<file path="src/rtl/change_dispenser_pkg.sv">
// Shared vending definitions: dispenser FSM state type and coin-unit constants.
// All amounts are expressed in small-coin units.
package vending_pkg;

  typedef enum logic [2:0] {
    IDLE,
    CHOOSE,
    PULSE,
    GAP,
    FINISH
  } disp_state_t;

  // Coin values in small-coin units, shared with the beverage controller.
  localparam int unsigned SMALL_COIN_UNITS = 1;
  localparam int unsigned BIG_COIN_UNITS   = 2;

endpackage

</file>
<file path="src/rtl/change_dispenser_if.sv">
// Controller <-> change dispenser connection.
//  start/amount/refill : payout request and stock reload (controller drives)
//  busy/done/short_err : payout status
//  eject_big/small     : hopper solenoid pulses
//  remaining           : units still unpaid
//  stock_big/small     : coins left in each hopper
interface change_dispenser_if #(
  parameter int unsigned AW = 4,
  parameter int unsigned SW = 6
) ();

  logic          start;
  logic [AW-1:0] amount;
  logic          refill;
  logic          busy;
  logic          eject_big;
  logic          eject_small;
  logic          done;
  logic          short_err;
  logic [AW-1:0] remaining;
  logic [SW-1:0] stock_big;
  logic [SW-1:0] stock_small;

  modport master (
    output start, amount, refill,
    input  busy, eject_big, eject_small, done, short_err, remaining, stock_big, stock_small
  );

  modport slave (
    input  start, amount, refill,
    output busy, eject_big, eject_small, done, short_err, remaining, stock_big, stock_small
  );

endinterface

</file>
<file path="src/rtl/change_dispenser_pulse_timer.sv">
// Down-counter timing eject pulses and inter-pulse gaps.
//  clk, reset : clock, synchronous active-low reset
//  load       : load load_val into the counter
//  load_val   : cycles-1 of the interval being timed
//  expired    : counter has reached zero
module pulse_timer #(
  parameter int unsigned TW = 2
) (
  input  logic          clk,
  input  logic          reset,
  input  logic          load,
  input  logic [TW-1:0] load_val,
  output logic          expired
);

  logic [TW-1:0] count_q;

  always_ff @(posedge clk) begin
    if (!reset) begin
      count_q <= '0;
    end else if (load) begin
      count_q <= load_val;
    end else if (count_q != '0) begin
      count_q <= count_q - 1'b1;
    end
  end

  assign expired = (count_q == '0);

endmodule

</file>
<file path="src/rtl/change_dispenser.sv">
// Change dispenser: pays an amount out as timed eject pulses to a big and a
// small coin hopper, big coins first, tracking hopper stock and flagging a
// shortfall (unpaid amount left in remaining).
//  clk, reset : clock, synchronous active-low reset
//  bus        : slave side of change_dispenser_if (request in, status/ejects out)
module change_dispenser
  import vending_pkg::*;
#(
  parameter int unsigned AW         = 4,
  parameter int unsigned SW         = 6,
  parameter int unsigned BIG_VAL    = BIG_COIN_UNITS,
  parameter int unsigned INIT_BIG   = 10,
  parameter int unsigned INIT_SMALL = 10,
  parameter int unsigned PULSE_CYC  = 4,
  parameter int unsigned GAP_CYC    = 2
) (
  input logic                clk,
  input logic                reset,
  change_dispenser_if.slave  bus
);

  localparam int unsigned MaxCyc = (PULSE_CYC > GAP_CYC) ? PULSE_CYC : GAP_CYC;
  localparam int unsigned TW     = (MaxCyc > 1) ? $clog2(MaxCyc) : 1;

  disp_state_t   state_q, state_d;
  logic          busy_q, busy_d;
  logic          eject_big_q, eject_big_d;
  logic          eject_small_q, eject_small_d;
  logic          done_q, done_d;
  logic          short_q, short_d;
  logic [AW-1:0] rem_q, rem_d;
  logic [SW-1:0] stock_big_q, stock_big_d;
  logic [SW-1:0] stock_small_q, stock_small_d;

  logic          tmr_load;
  logic [TW-1:0] tmr_val;
  logic          tmr_expired;
  logic          choose;

  pulse_timer #(
    .TW (TW)
  ) u_timer (
    .clk      (clk),
    .reset    (reset),
    .load     (tmr_load),
    .load_val (tmr_val),
    .expired  (tmr_expired)
  );

  always_comb begin
    state_d       = state_q;
    busy_d        = busy_q;
    eject_big_d   = eject_big_q;
    eject_small_d = eject_small_q;
    done_d        = 1'b0;
    short_d       = short_q;
    rem_d         = rem_q;
    stock_big_d   = stock_big_q;
    stock_small_d = stock_small_q;
    tmr_load      = 1'b0;
    tmr_val       = '0;
    choose        = 1'b0;

    unique case (state_q)
      IDLE: begin
        // Refill lands in the same edge as start, so CHOOSE sees the new stock.
        if (bus.refill) begin
          stock_big_d   = SW'(INIT_BIG);
          stock_small_d = SW'(INIT_SMALL);
        end
        if (bus.start) begin
          state_d = CHOOSE;
          busy_d  = 1'b1;
          rem_d   = bus.amount;
          short_d = 1'b0;
        end
      end
      CHOOSE: choose = 1'b1;
      PULSE: begin
        if (tmr_expired) begin
          state_d       = GAP;
          eject_big_d   = 1'b0;
          eject_small_d = 1'b0;
          tmr_load      = 1'b1;
          tmr_val       = TW'(GAP_CYC - 1);
        end
      end
      // The choice is made on the last gap cycle so the low gap between
      // pulses is exactly GAP_CYC cycles.
      GAP:    choose  = tmr_expired;
      FINISH: state_d = IDLE;
      default: state_d = IDLE;
    endcase

    if (choose) begin
      if (rem_q == '0) begin
        state_d = FINISH;
        done_d  = 1'b1;
        busy_d  = 1'b0;
      end else if (rem_q >= AW'(BIG_VAL) && stock_big_q != '0) begin
        state_d     = PULSE;
        eject_big_d = 1'b1;
        rem_d       = rem_q - AW'(BIG_VAL);
        stock_big_d = stock_big_q - 1'b1;
        tmr_load    = 1'b1;
        tmr_val     = TW'(PULSE_CYC - 1);
      end else if (stock_small_q != '0) begin
        state_d       = PULSE;
        eject_small_d = 1'b1;
        rem_d         = rem_q - AW'(SMALL_COIN_UNITS);
        stock_small_d = stock_small_q - 1'b1;
        tmr_load      = 1'b1;
        tmr_val       = TW'(PULSE_CYC - 1);
      end else begin
        state_d = FINISH;
        short_d = 1'b1;
        done_d  = 1'b1;
        busy_d  = 1'b0;
      end
    end
  end

  always_ff @(posedge clk) begin
    if (!reset) begin
      state_q       <= IDLE;
      busy_q        <= 1'b0;
      eject_big_q   <= 1'b0;
      eject_small_q <= 1'b0;
      done_q        <= 1'b0;
      short_q       <= 1'b0;
      rem_q         <= '0;
      stock_big_q   <= SW'(INIT_BIG);
      stock_small_q <= SW'(INIT_SMALL);
    end else begin
      state_q       <= state_d;
      busy_q        <= busy_d;
      eject_big_q   <= eject_big_d;
      eject_small_q <= eject_small_d;
      done_q        <= done_d;
      short_q       <= short_d;
      rem_q         <= rem_d;
      stock_big_q   <= stock_big_d;
      stock_small_q <= stock_small_d;
    end
  end

  assign bus.busy        = busy_q;
  assign bus.eject_big   = eject_big_q;
  assign bus.eject_small = eject_small_q;
  assign bus.done        = done_q;
  assign bus.short_err   = short_q;
  assign bus.remaining   = rem_q;
  assign bus.stock_big   = stock_big_q;
  assign bus.stock_small = stock_small_q;

endmodule
</file>
<file path="src/flat_wrapper.sv">
// flat-port wrapper written by rule: the top's interface ports become plain ports
module change_dispenser_flat import vending_pkg::*;
#(
  parameter int unsigned AW         = 4,
  parameter int unsigned SW         = 6,
  parameter int unsigned BIG_VAL    = BIG_COIN_UNITS,
  parameter int unsigned INIT_BIG   = 10,
  parameter int unsigned INIT_SMALL = 10,
  parameter int unsigned PULSE_CYC  = 4,
  parameter int unsigned GAP_CYC    = 2
)
  (clk, reset, bus_start, bus_amount, bus_refill, bus_busy, bus_eject_big, bus_eject_small, bus_done, bus_short_err, bus_remaining, bus_stock_big, bus_stock_small);
  change_dispenser_if #(.AW(AW), .SW(SW)) bus_i ();
  input logic clk;
  input logic reset;
  input wire logic [$bits(bus_i.start)-1:0] bus_start;
  input wire logic [$bits(bus_i.amount)-1:0] bus_amount;
  input wire logic [$bits(bus_i.refill)-1:0] bus_refill;
  output wire logic [$bits(bus_i.busy)-1:0] bus_busy;
  output wire logic [$bits(bus_i.eject_big)-1:0] bus_eject_big;
  output wire logic [$bits(bus_i.eject_small)-1:0] bus_eject_small;
  output wire logic [$bits(bus_i.done)-1:0] bus_done;
  output wire logic [$bits(bus_i.short_err)-1:0] bus_short_err;
  output wire logic [$bits(bus_i.remaining)-1:0] bus_remaining;
  output wire logic [$bits(bus_i.stock_big)-1:0] bus_stock_big;
  output wire logic [$bits(bus_i.stock_small)-1:0] bus_stock_small;
  assign bus_i.start = bus_start;
  assign bus_i.amount = bus_amount;
  assign bus_i.refill = bus_refill;
  assign bus_busy = bus_i.busy;
  assign bus_eject_big = bus_i.eject_big;
  assign bus_eject_small = bus_i.eject_small;
  assign bus_done = bus_i.done;
  assign bus_short_err = bus_i.short_err;
  assign bus_remaining = bus_i.remaining;
  assign bus_stock_big = bus_i.stock_big;
  assign bus_stock_small = bus_i.stock_small;
  change_dispenser #(.AW(AW), .SW(SW), .BIG_VAL(BIG_VAL), .INIT_BIG(INIT_BIG), .INIT_SMALL(INIT_SMALL), .PULSE_CYC(PULSE_CYC), .GAP_CYC(GAP_CYC)) u_core (.clk(clk), .reset(reset), .bus(bus_i));
endmodule
</file>
<file path="config.mk">
export PLATFORM = sky130hd
export DESIGN_NAME = change_dispenser_flat
export DESIGN_NICKNAME = d
export VERILOG_FILES = /design/src/rtl/change_dispenser_pkg.sv /design/src/rtl/change_dispenser_if.sv /design/src/rtl/change_dispenser_pulse_timer.sv /design/src/rtl/change_dispenser.sv /design/src/flat_wrapper.sv
export SDC_FILE = /design/constraint.sdc
export NUM_CORES = 1
export LEC_CHECK = 0
export BUFFER_PORTS_ARGS = -buffer_cell sky130_fd_sc_hd__buf_2
export CORE_MARGIN = 2
export CORE_UTILIZATION = 45
export CTS_CLUSTER_SIZE = 10
export DETAILED_ROUTE_END_ITERATION = 10
export PLACE_DENSITY = 0.67
export SLEW_MARGIN = 20
export SYNTH_ARGS = -nofsm -noshare
export SYNTH_HDL_FRONTEND = slang
export SYNTH_SLANG_ARGS = --single-unit
</file>
<file path="constraint.sdc">
create_clock -name clk -period 3.5 [get_ports clk]
set_input_delay 0.525 -clock clk [delete_from_list [all_inputs] [get_ports clk]]
set_output_delay 0.525 -clock clk [all_outputs]
set_load 0.02 [all_outputs]
</file>
Yosys cells after proc, flatten, opt, wreduce, memory -nomap -nowiden:

Index checks and enable logic that the tools add are counted.

* register bits: 26
* input port bits: 8
* output and inout bits: 21
* word-level logic and storage cells: 98

* add/subtract/negate cells: 5
* $lt $le $gt $ge: 1
* eq/ne operators: 6
* mux-type cells: 65
* reductions and logical operators: 11

Operators with widths (number)
* $mux W6: 11
* $mux W1: 33
* $mux W4: 6
* $mux W3: 6
* $mux W2: 7
* $reduce_bool A6 Y1: 2
* $sub A6 B1 Y6 const B: 2
* $pmux W3 S3: 1
* $eq A3 B2 Y1 const B: 2
* $ge A4 B2 Y1 const B: 1
* $logic_not A4 Y1: 1
* $reduce_bool A2 Y1: 2
* $sub A4 B1 Y4 const B: 1
* $sub A4 B2 Y4 const B: 1
* $eq A3 B1 Y1 const B: 1
* $logic_not A3 Y1: 1
* $ne A3 B1 Y1 const B: 1
* $ne A3 B2 Y1 const B: 1
* $reduce_and A3 Y1: 1
* $logic_not A2 Y1: 1
* $ne A2 B1 Y1 const B: 1
* $pmux W1 S2: 1
* $reduce_and A2 Y1: 1
* $reduce_or A2 Y1: 1
* other kinds (2): 2

Depth between registers and ports, before layout:

Gate-level depths: netlist of run 1.

* depth in word-level cells: 8
* depth in mapped cells: 8
* depth with buffers taken out: 7

Modules after synthesis:

A second synthesis of run 1 with hierarchy kept.

* cell total of the unflattened synthesis: 174
* area, all modules: 1557.7 um^2

By module, submodules not included
* change_dispenser: instances 1, cells an instance 161, area an instance 1433.9 um^2, sequential area each 480.5 um^2
* pulse_timer: instances 1, cells an instance 13, area an instance 123.9 um^2, sequential area each 40.0 um^2

Worst setup path before layout of run 1:

Ideal clock, no wire load.

* path type: flip-flop to flip-flop
* start: register u_core.rem_q[0] (netlist: u_core.bus.remaining[0])
* end: register u_core.stock_small_q[2] (netlist: u_core.bus.stock_small[2])
* setup time: 0.133 ns
* arrival: 1.791 ns
* data required time: 3.367 ns
* setup slack: 1.576 ns
* cell stages (with the launch flop): 7
* path buffers: 0
* period minus slack after synthesis: 1.924 ns
* cells stage by stage: dfxtp_1 inv_1 ha_1 nor4_2 a31oi_2 o31ai_1 o21ai_0

* word-level cells in the longest chain between the ends: 5
* elaborated cells on any way between the ends: 6
* classes of those cells: order compare: 1; mux: 3; reduce/logical: 2

RTL lines
* start, declared: RTL line change_dispenser.sv:31 `logic [AW-1:0] rem_q, rem_d;`
* start signal, assigned: RTL line change_dispenser.sv:141 `rem_q <= rem_d;`
* $ge A4 B2 Y1: RTL line change_dispenser.sv:100 `end else if (rem_q >= AW'(BIG_VAL) && stock_big_q != '0) begin`
* $logic_and A1 B1 Y1: RTL line change_dispenser.sv:100
* $mux W6: RTL line change_dispenser.sv:100
* $mux W6 *: RTL line change_dispenser.sv:96 `if (rem_q == '0) begin`
* $mux W6 *: RTL line change_dispenser.sv:95 `if (choose) begin`
* end signal, assigned: RTL line change_dispenser.sv:133 `stock_small_q <= SW'(INIT_SMALL);`
* end signal, assigned: RTL line change_dispenser.sv:143 `stock_small_q <= stock_small_d;`
* end, declared: RTL line change_dispenser.sv:33 `logic [SW-1:0] stock_small_q, stock_small_d;`

Mark *: on every way between the ends. The rest lies on a longest branch, timed or not.
A chain may end at the register's enable or synchronous reset.

Worst setup path in the final report of run 1:

Same ends and word-level chain as after synthesis.

==> results of run 1 <==
-- how the worst min path moves through the flow --
stage	slack [ns]	from	end
finish	0.43	bus_start	u_core.state_q[1]$_SDFFE_PN0P_
global route	0.44	bus_start	u_core.state_q[1]$_SDFFE_PN0P_
CTS	0.44	bus_start	u_core.state_q[1]$_SDFFE_PN0P_
detailed placement	0.46	u_core.bus.eject_small$_SDFF_PN0_	u_core.bus.eject_small$_SDFF_PN0_
global placement	0.44	u_core.bus.eject_small$_SDFF_PN0_	u_core.bus.eject_small$_SDFF_PN0_
floorplan	0.48	u_core.state_q[2]$_SDFFE_PN0P_	u_core.state_q[0]$_SDFFE_PN0P_
-- per-stage QoR --
stage          cells  cell area (um2)
2_1_floorplan    180             1520
3_3_place_gp     249             1690
3_5_place_dp     249             1690
4_1_cts          252             1710
5_1_grt          252             1710
6_report         252             1710
-- layout by cell type (no fill, tap or decap), types with 2 or more instances in the layout --
cell type / n
o211ai_1: 2
and4b_1: 2
nand4_1: 2
buf_2: 28
dfxtp_1: 26
o31ai_1: 4
or3_1: 2
and3_1: 3
ha_1: 10
a21oi_1: 12
and2_1: 3
nand3_1: 11
nor3_2: 2
nor2b_1: 5
nor2_1: 10
o21ai_0: 8
nor3_1: 4
nand2_1: 14
inv_1: 13
o22a_1: 2
nor4_2: 2
nand3_2: 2
xor2_1: 2
o21ai_1: 7
nand2b_1: 4
clkbuf_4: 3
-- registers in the layout (all words and copies together) (netlist names) --
| signal | count |
|---|---|
| u_core.bus.busy | 1 |
| u_core.bus.done | 1 |
| u_core.bus.eject_big | 1 |
| u_core.bus.eject_small | 1 |
| u_core.bus.remaining | 4 |
| u_core.bus.short_err | 1 |
| u_core.bus.stock_big | 6 |
| u_core.bus.stock_small | 6 |
| u_core.state_q | 3 |
| u_core.u_timer.count_q | 2 |
-- cells by family (layout without fill, tap and decap cells) --
group / Yosys count / count (layout)
simple gates: 74 / 74
compound gates: 48 / 48
flops: 26 / 26
buf+inv: 18 / 44
fa+ha+maj: 10 / 10
xor+xnor: 3 / 3
mux: 1 / 1
-- Yosys cell counts (all sizes together) --
library cell,instances
a21boi,1
o31ai,4
and4b,2
nand2,15
a21oi,12
and3,3
or2,1
o22ai,1
xnor2,1
nor2,10
or3,2
nand2b,4
a2111oi,1
a31oi,2
nand4b,1
o211ai,2
a21o,1
or3b,1
a221oi,1
nand3,13
buf,1
nor2b,5
o32a,1
nor4,3
o31a,1
nand4,3
and2,3
nor3b,1
a211oi,1
o21ai,16
dfxtp,26
a31o,1
o21a,1
o22a,2
ha,10
nor3,6
nand3b,1
clkbuf,4
xor2,2
inv,13
mux2i,1
-- worst register-to-register path: stages, from the launching register on --
cell and delay (ns):
dfxtp_1 0.40, inv_1 0.10, ha_1 0.21, nor4_2 0.41, a31oi_2 0.18, o31ai_1 0.50
o21ai_0 0.15
-- cell type report --
type | count | area (um2) | share of cell area, %
well taps | 46 | 57.6 | 3.37
flip-flops and latches | 26 | 520 | 30.5
multi-input cells | 136 | 918 | 53.8
inverters | 13 | 48.8 | 2.86
repair buffers | 28 | 140 | 8.21
clock buffers | 3 | 22.5 | 1.32
-- per-layer routing --
metal	track usage, %	up-vias	routed length (um)	share of wire [%]
met1	24.2	693	1610	46
met3	3.31	5	98	2.8
met5	0	-	0	0
li1	-	703	-	-
met2	33.3	25	1770	50
met4	5.47	0	40	1.1
-- report_power, final --
group          internal, uW  switching, uW  total [uW]
logic                   256            421         677
registers               363           65.3         429
clock network          40.5           91.7         132
==> key figures, run 1 <==
Worst setup path
  • CP max stage cell: o31ai_1
  • Cell family with most CP delay: compound AO/OA/AOI/OAI gates
  • WP depth: 6
  • FF-to-FF path depth: 6
  • CP Max Fanout: 8
  • R2R Path End: u_core.bus.stock_small[2]$_SDFF_PN0_
  • Critical path arrival: 2.29 ns
  • Worst path required time: 3.72 ns
  • Critical path launch point type: flop
  • Critical path capture point type: flop
  • Critical Path Sink: u_core.bus.stock_small[2]$_SDFF_PN0_
  • Critical path class: flop to flop
  • FF-to-FF Start: u_core.bus.remaining[0]$_SDFFE_PN0P_
  • Crit path launch: u_core.bus.remaining[0]$_SDFFE_PN0P_
  • Buf/Inv on CP: 1
  • R2R setup slack: 1.43 ns
  • Worst-path cell chain: inv_1, ha_1, nor4_2, a31oi_2, o31ai_1, o21ai_0
  • Highest cell delay on the worst timing path: 0.50 ns

GRT
  • Largest net degree at the start of global routing: 22
  • Wire length of the first global-routing pass: 5510 um
  • Initial antenna violation count: 0
  • Gr ovfl total: 0
  • GRT Overall Usage: 19.2%
  • Vias in the first global route: 1248

Place
  • Port Buffers: 28
  • Hpwl dp: 2670 um
  • Setup WS pre-CTS: 1.45 ns
  • Routability cong.: 0.921

Clocking
  • Post-CTS Resized: 0
  • Clk sinks: 26
  • CTS buffer count: 3
  • CTS tree: yes
  • Reg clk slew, reported paths: 0.15 ns
  • Root Driver: clkbuf_4
  • Hold buffer count at cts: 0
  • Clk_lat worst skew: 0.33 ns
  • CTS max path bufs: 2
  • H-tree levels: 1
  • Post-CTS Setup Bufs: 0

Timing
  • Final TNS setup: 0 ns
  • Crit share post-route: 59.0%
  • Relative slew margins: 68.7%
  • Crit path time final: 2.07 ns
  • Final WS setup: 1.43 ns
  • # setup viols final: 0
  • RSZ-0062 raised after global routing: no
  • Measured slew at the worst slew-check pin: 0.468 ns
  • Max Slew Vio Count: 0
  • Hold WS: 0.434 ns
  • Final hold vios: 0
  • Highest clock rate: 484 MHz
  • Clk_skew: 0.00966 ns

Logic synthesis
  • XOR/XNOR share of the synthesized area: 1.73%
  • Post-Syn Area: 1520 um2
  • Compound-gate portion of the synthesized area: 20.8%
  • Ys Warns: 0
  • Post-Synth Simple-Gate Area: 29.1%
  • Post-synthesis adder-cell area fraction: 8.26%
  • Yosys reg bits: 26
  • Post-synth cell types: 50
  • Dominant cells by area after synthesis: dfxtp_1 (34%), ha_1 (8.3%), a21oi_1 (4.0%)
  • Net Count, Synth: 198
  • Post-synthesis mux area share: 0.661%
  • Synth top area share: 34.4%
  • Register area share after synthesis: 34.4%
  • Area leader, netlist: dfxtp_1
  • Syn Area/Cell: 8.42 um2
  • Mapped Cells: 180
  • Largest family of logic cells by synthesized area: simple AND/OR/NAND/NOR gates

Die
  • Die width: 62.0 um
  • Core footprint: 3280 um2
  • Die Y: 62.0 um
  • Die area: 3850 um2
  • Starting density of the core: 46.1%
  • # IOs: 29
  • Site Rows: 21

Power
  • Power Total: 1240 uW
  • Worst VDD drop: 312 uV
  • Pwr Density: 725 nW/um2
  • Lkg Pwr: 0.000703 uW

Layout
  • Nets: 226
  • Synth-to-Final Area Change: 12.7%
  • Final core occ: 52.0%
  • Layout cells sized above 1: 21.8%
  • # fillers: 337
  • Ant. Diodes: 0

Drt
  • Residual DRC: 0
  • DR iter-0 viols: 36
  • Post-detailed-route wirelength per cell: 14.0 um
  • Detail Route Antenna Nets: 0
  • Via density: 5.66
  • Initial DRT Pass Iterations: 4
  • Routed vias: 1426
  • Drt total wl: 3520 um

Status
  • Status: complete, no violations

Hold path
  • Hold Path Class: input pin to flop
  • Hold Crit Depth: 3

Job
  • Max Cap Viol: 0
(Power assumes the default switching activity.)
==> run 2, diff against run 1 <==
Clock period 3.5 ns to 1.96 ns, I/O delays scaled along.
==> run 2 against run 1 <==
Net effect:
- flip-flop and latch count unchanged
- clock-buffer cell count unchanged
- clock skew down 0.0075 ns
==> key figures, run 2 (synthesized netlist as in run 1, its figures left out) <==
Status
  • Status: complete, no violations

Timing
  • Crit path time final: 1.85 ns (-0.221 ns)
  • Measured slew at the worst slew-check pin: 0.444 ns (-0.0244 ns)
  • Highest clock rate: 542 MHz (+12%)
  • # setup viols final: 0 (unchanged)
  • Max Slew Vio Count: 0 (unchanged)
  • Clk_skew: 0.00218 ns (-0.00749 ns)
  • Final TNS setup: 0 ns (unchanged)
  • Final hold vios: 0 (unchanged)
  • RSZ-0062 raised after global routing: no
  • Crit share post-route: 94.1% (+35 points)
  • Relative slew margins: 70.4% (+1.7 points)

GRT
  • Wire length of the first global-routing pass: 6020 um (+9.4%)
  • Vias in the first global route: 1351 (+8.3%)
  • Largest net degree at the start of global routing: 21 (-4.5%)
  • Initial antenna violation count: 0 (unchanged)
  • GRT Overall Usage: 20.7% (+1.6 points)
  • Gr ovfl total: 0 (unchanged)

Worst setup path
  • CP Max Fanout: 7 (-1)
  • WP depth: 8 (+2)
  • Critical path class: flop to flop
  • FF-to-FF Start: u_core.bus.remaining[0]$_SDFFE_PN0P_
  • R2R Path End: u_core.bus.remaining[1]$_SDFF_PN0_
  • CP max stage cell: nor4_4
  • Cell family with most CP delay: simple AND/OR/NAND/NOR gates
  • Crit path launch: u_core.bus.remaining[0]$_SDFFE_PN0P_
  • R2R setup slack: 0.11 ns (-1.32 ns)
  • Critical path launch point type: flop
  • FF-to-FF path depth: 8 (+2)
  • Critical path arrival: 2.10 ns (-0.19 ns)
  • Worst path required time: 2.22 ns (-1.50 ns)
  • Buf/Inv on CP: 2 (+1)
  • Worst-path cell chain: inv_1, ha_1, nor4_4, a31o_4, buf_12, nand4_2, o22a_1, o21ai_1
  • Critical Path Sink: u_core.bus.remaining[1]$_SDFF_PN0_
  • Highest cell delay on the worst timing path: 0.38 ns (-0.12 ns)
  • Critical path capture point type: flop

Place
  • Port Buffers: 28 (unchanged)
  • Placed cell areas: 1730 um2 (+2.7%)
  • Routability cong.: 0.946 (+2.7%)
  • Hpwl dp: 2760 um (+3.4%)

Power
  • Power Total: 2390 uW (+93%)
  • Pwr Density: 1330 nW/um2 (+83%)
  • Worst VDD drop: 650 uV (+110%)
  • Lkg Pwr: 0.000747 uW (+6.3%)

Job
  • Max Cap Viol: 0 (unchanged)

Drt
  • DR iter-0 viols: 83 (+130%)
  • Detail Route Antenna Nets: 0 (unchanged)
  • Routed vias: 1402 (-1.7%)
  • Via density: 5.41 (-4.3%)
  • Residual DRC: 0 (unchanged)
  • Post-detailed-route wirelength per cell: 14.0 um (+0.23%)
  • Initial DRT Pass Iterations: 4 (unchanged)
  • Drt total wl: 3630 um (+3.0%)

Clocking
  • Root Driver: clkbuf_4
  • CTS buffer count: 3 (unchanged)
  • Reg clk slew, reported paths: 0.14 ns (about the same)
  • Hold buffer count at cts: 0 (unchanged)
  • CTS max path bufs: 2 (unchanged)
  • H-tree levels: 1 (unchanged)
  • CTS tree: yes
  • Clk_lat worst skew: 0.32 ns (about the same)
  • Clk sinks: 26 (unchanged)

Hold path
  • Hold Path Origin: bus_start
  • Hold Path Class: input pin to flop

Die
  • # IOs: 29 (unchanged)
  • Site Rows: 21 (unchanged)
  • Die width: 62.0 um (unchanged)
  • Die Y: 62.0 um (unchanged)
  • Die area: 3850 um2 (unchanged)
  • Starting density of the core: 46.1% (unchanged)
  • Core footprint: 3280 um2 (unchanged)

Layout
  • Fin area: 1800 um2 (+5.4%)
  • Ant. Diodes: 0 (unchanged)
  • Most common cell after layout, fill and taps aside: buf_2
  • Nets: 233 (+3.1%)
  • Most frequent cells in the layout: buf_2 (28), dfxtp_1 (25), nand2_1 (14)
  • Synth-to-Final Area Change: 18.8%
  • Layout cells sized above 1: 26.3% (+4.4 points)
-- run 2: worst min-delay path by stage --
stage	endpoint	slack [ns]	cells after the start
global placement	u_core.bus.eject_small$_SDFF_PN0_	0.45	2
CTS	u_core.state_q[1]$_SDFFE_PN0P_	0.23	3
global route	u_core.state_q[1]$_SDFFE_PN0P_	0.23	3
detailed placement	u_core.bus.eject_small$_SDFF_PN0_	0.46	2
finish	u_core.state_q[1]$_SDFFE_PN0P_	0.23	3
floorplan	u_core.state_q[1]$_SDFFE_PN0P_	0.44	2
-- run 2: layout make-up --
cell class	instances	area [um2]
fill	324	1480
multi-input combinational	136	945
sequential	26	522
timing repair buffer	35	205
tap	46	57.6
inverter	13	48.8
clock buffer	3	22.5
-- run 2: layer usage --
layer | GRT usage, % | share of wire (%)
met3 | 2.69 | 2.6
met2 | 36.2 | 52
met4 | 5.78 | 1.5
met5 | 0 | 0
met1 | 26.6 | 44
-- run 2: tightest hold or removal path, stage by stage --
cell and delay [ns]:
buf_2 0.10, inv_1 0.05, a221oi_1 0.07
-- run 2: where the power goes --
| part | leakage [uW] | internal (uW) | switching, uW | total, uW |
|---|---|---|---|---|
| combinational | 0.000521 | 591 | 796 | 1390 |
| clock | 0.0000138 | 72.1 | 161 | 233 |
| sequential | 0.000212 | 650 | 123 | 773 |
| total | 0.000747 | 1310 | 1080 | 2390 |
-- run 2: what timing repair did --
action | in CTS | in global routing
endpoints found under the setup margin | 2 | 19
pin swaps | 0 | 2
resized for setup | 1 | 6
setup buffers | 0 | 1
-- run 2: stage by stage --
step           std cells  util [%]  hold WS (ns)  setup slack [ns]
5_1_grt              259      54.8         0.233         0.0000857
3_3_place_gp         255      52.7         0.447            0.0721
3_5_place_dp         255      52.7         0.463           0.00731
6_report             259      54.8         0.227             0.115
4_1_cts              258      53.4         0.230            0.0388
2_1_floorplan        180         -         0.444            0.0365
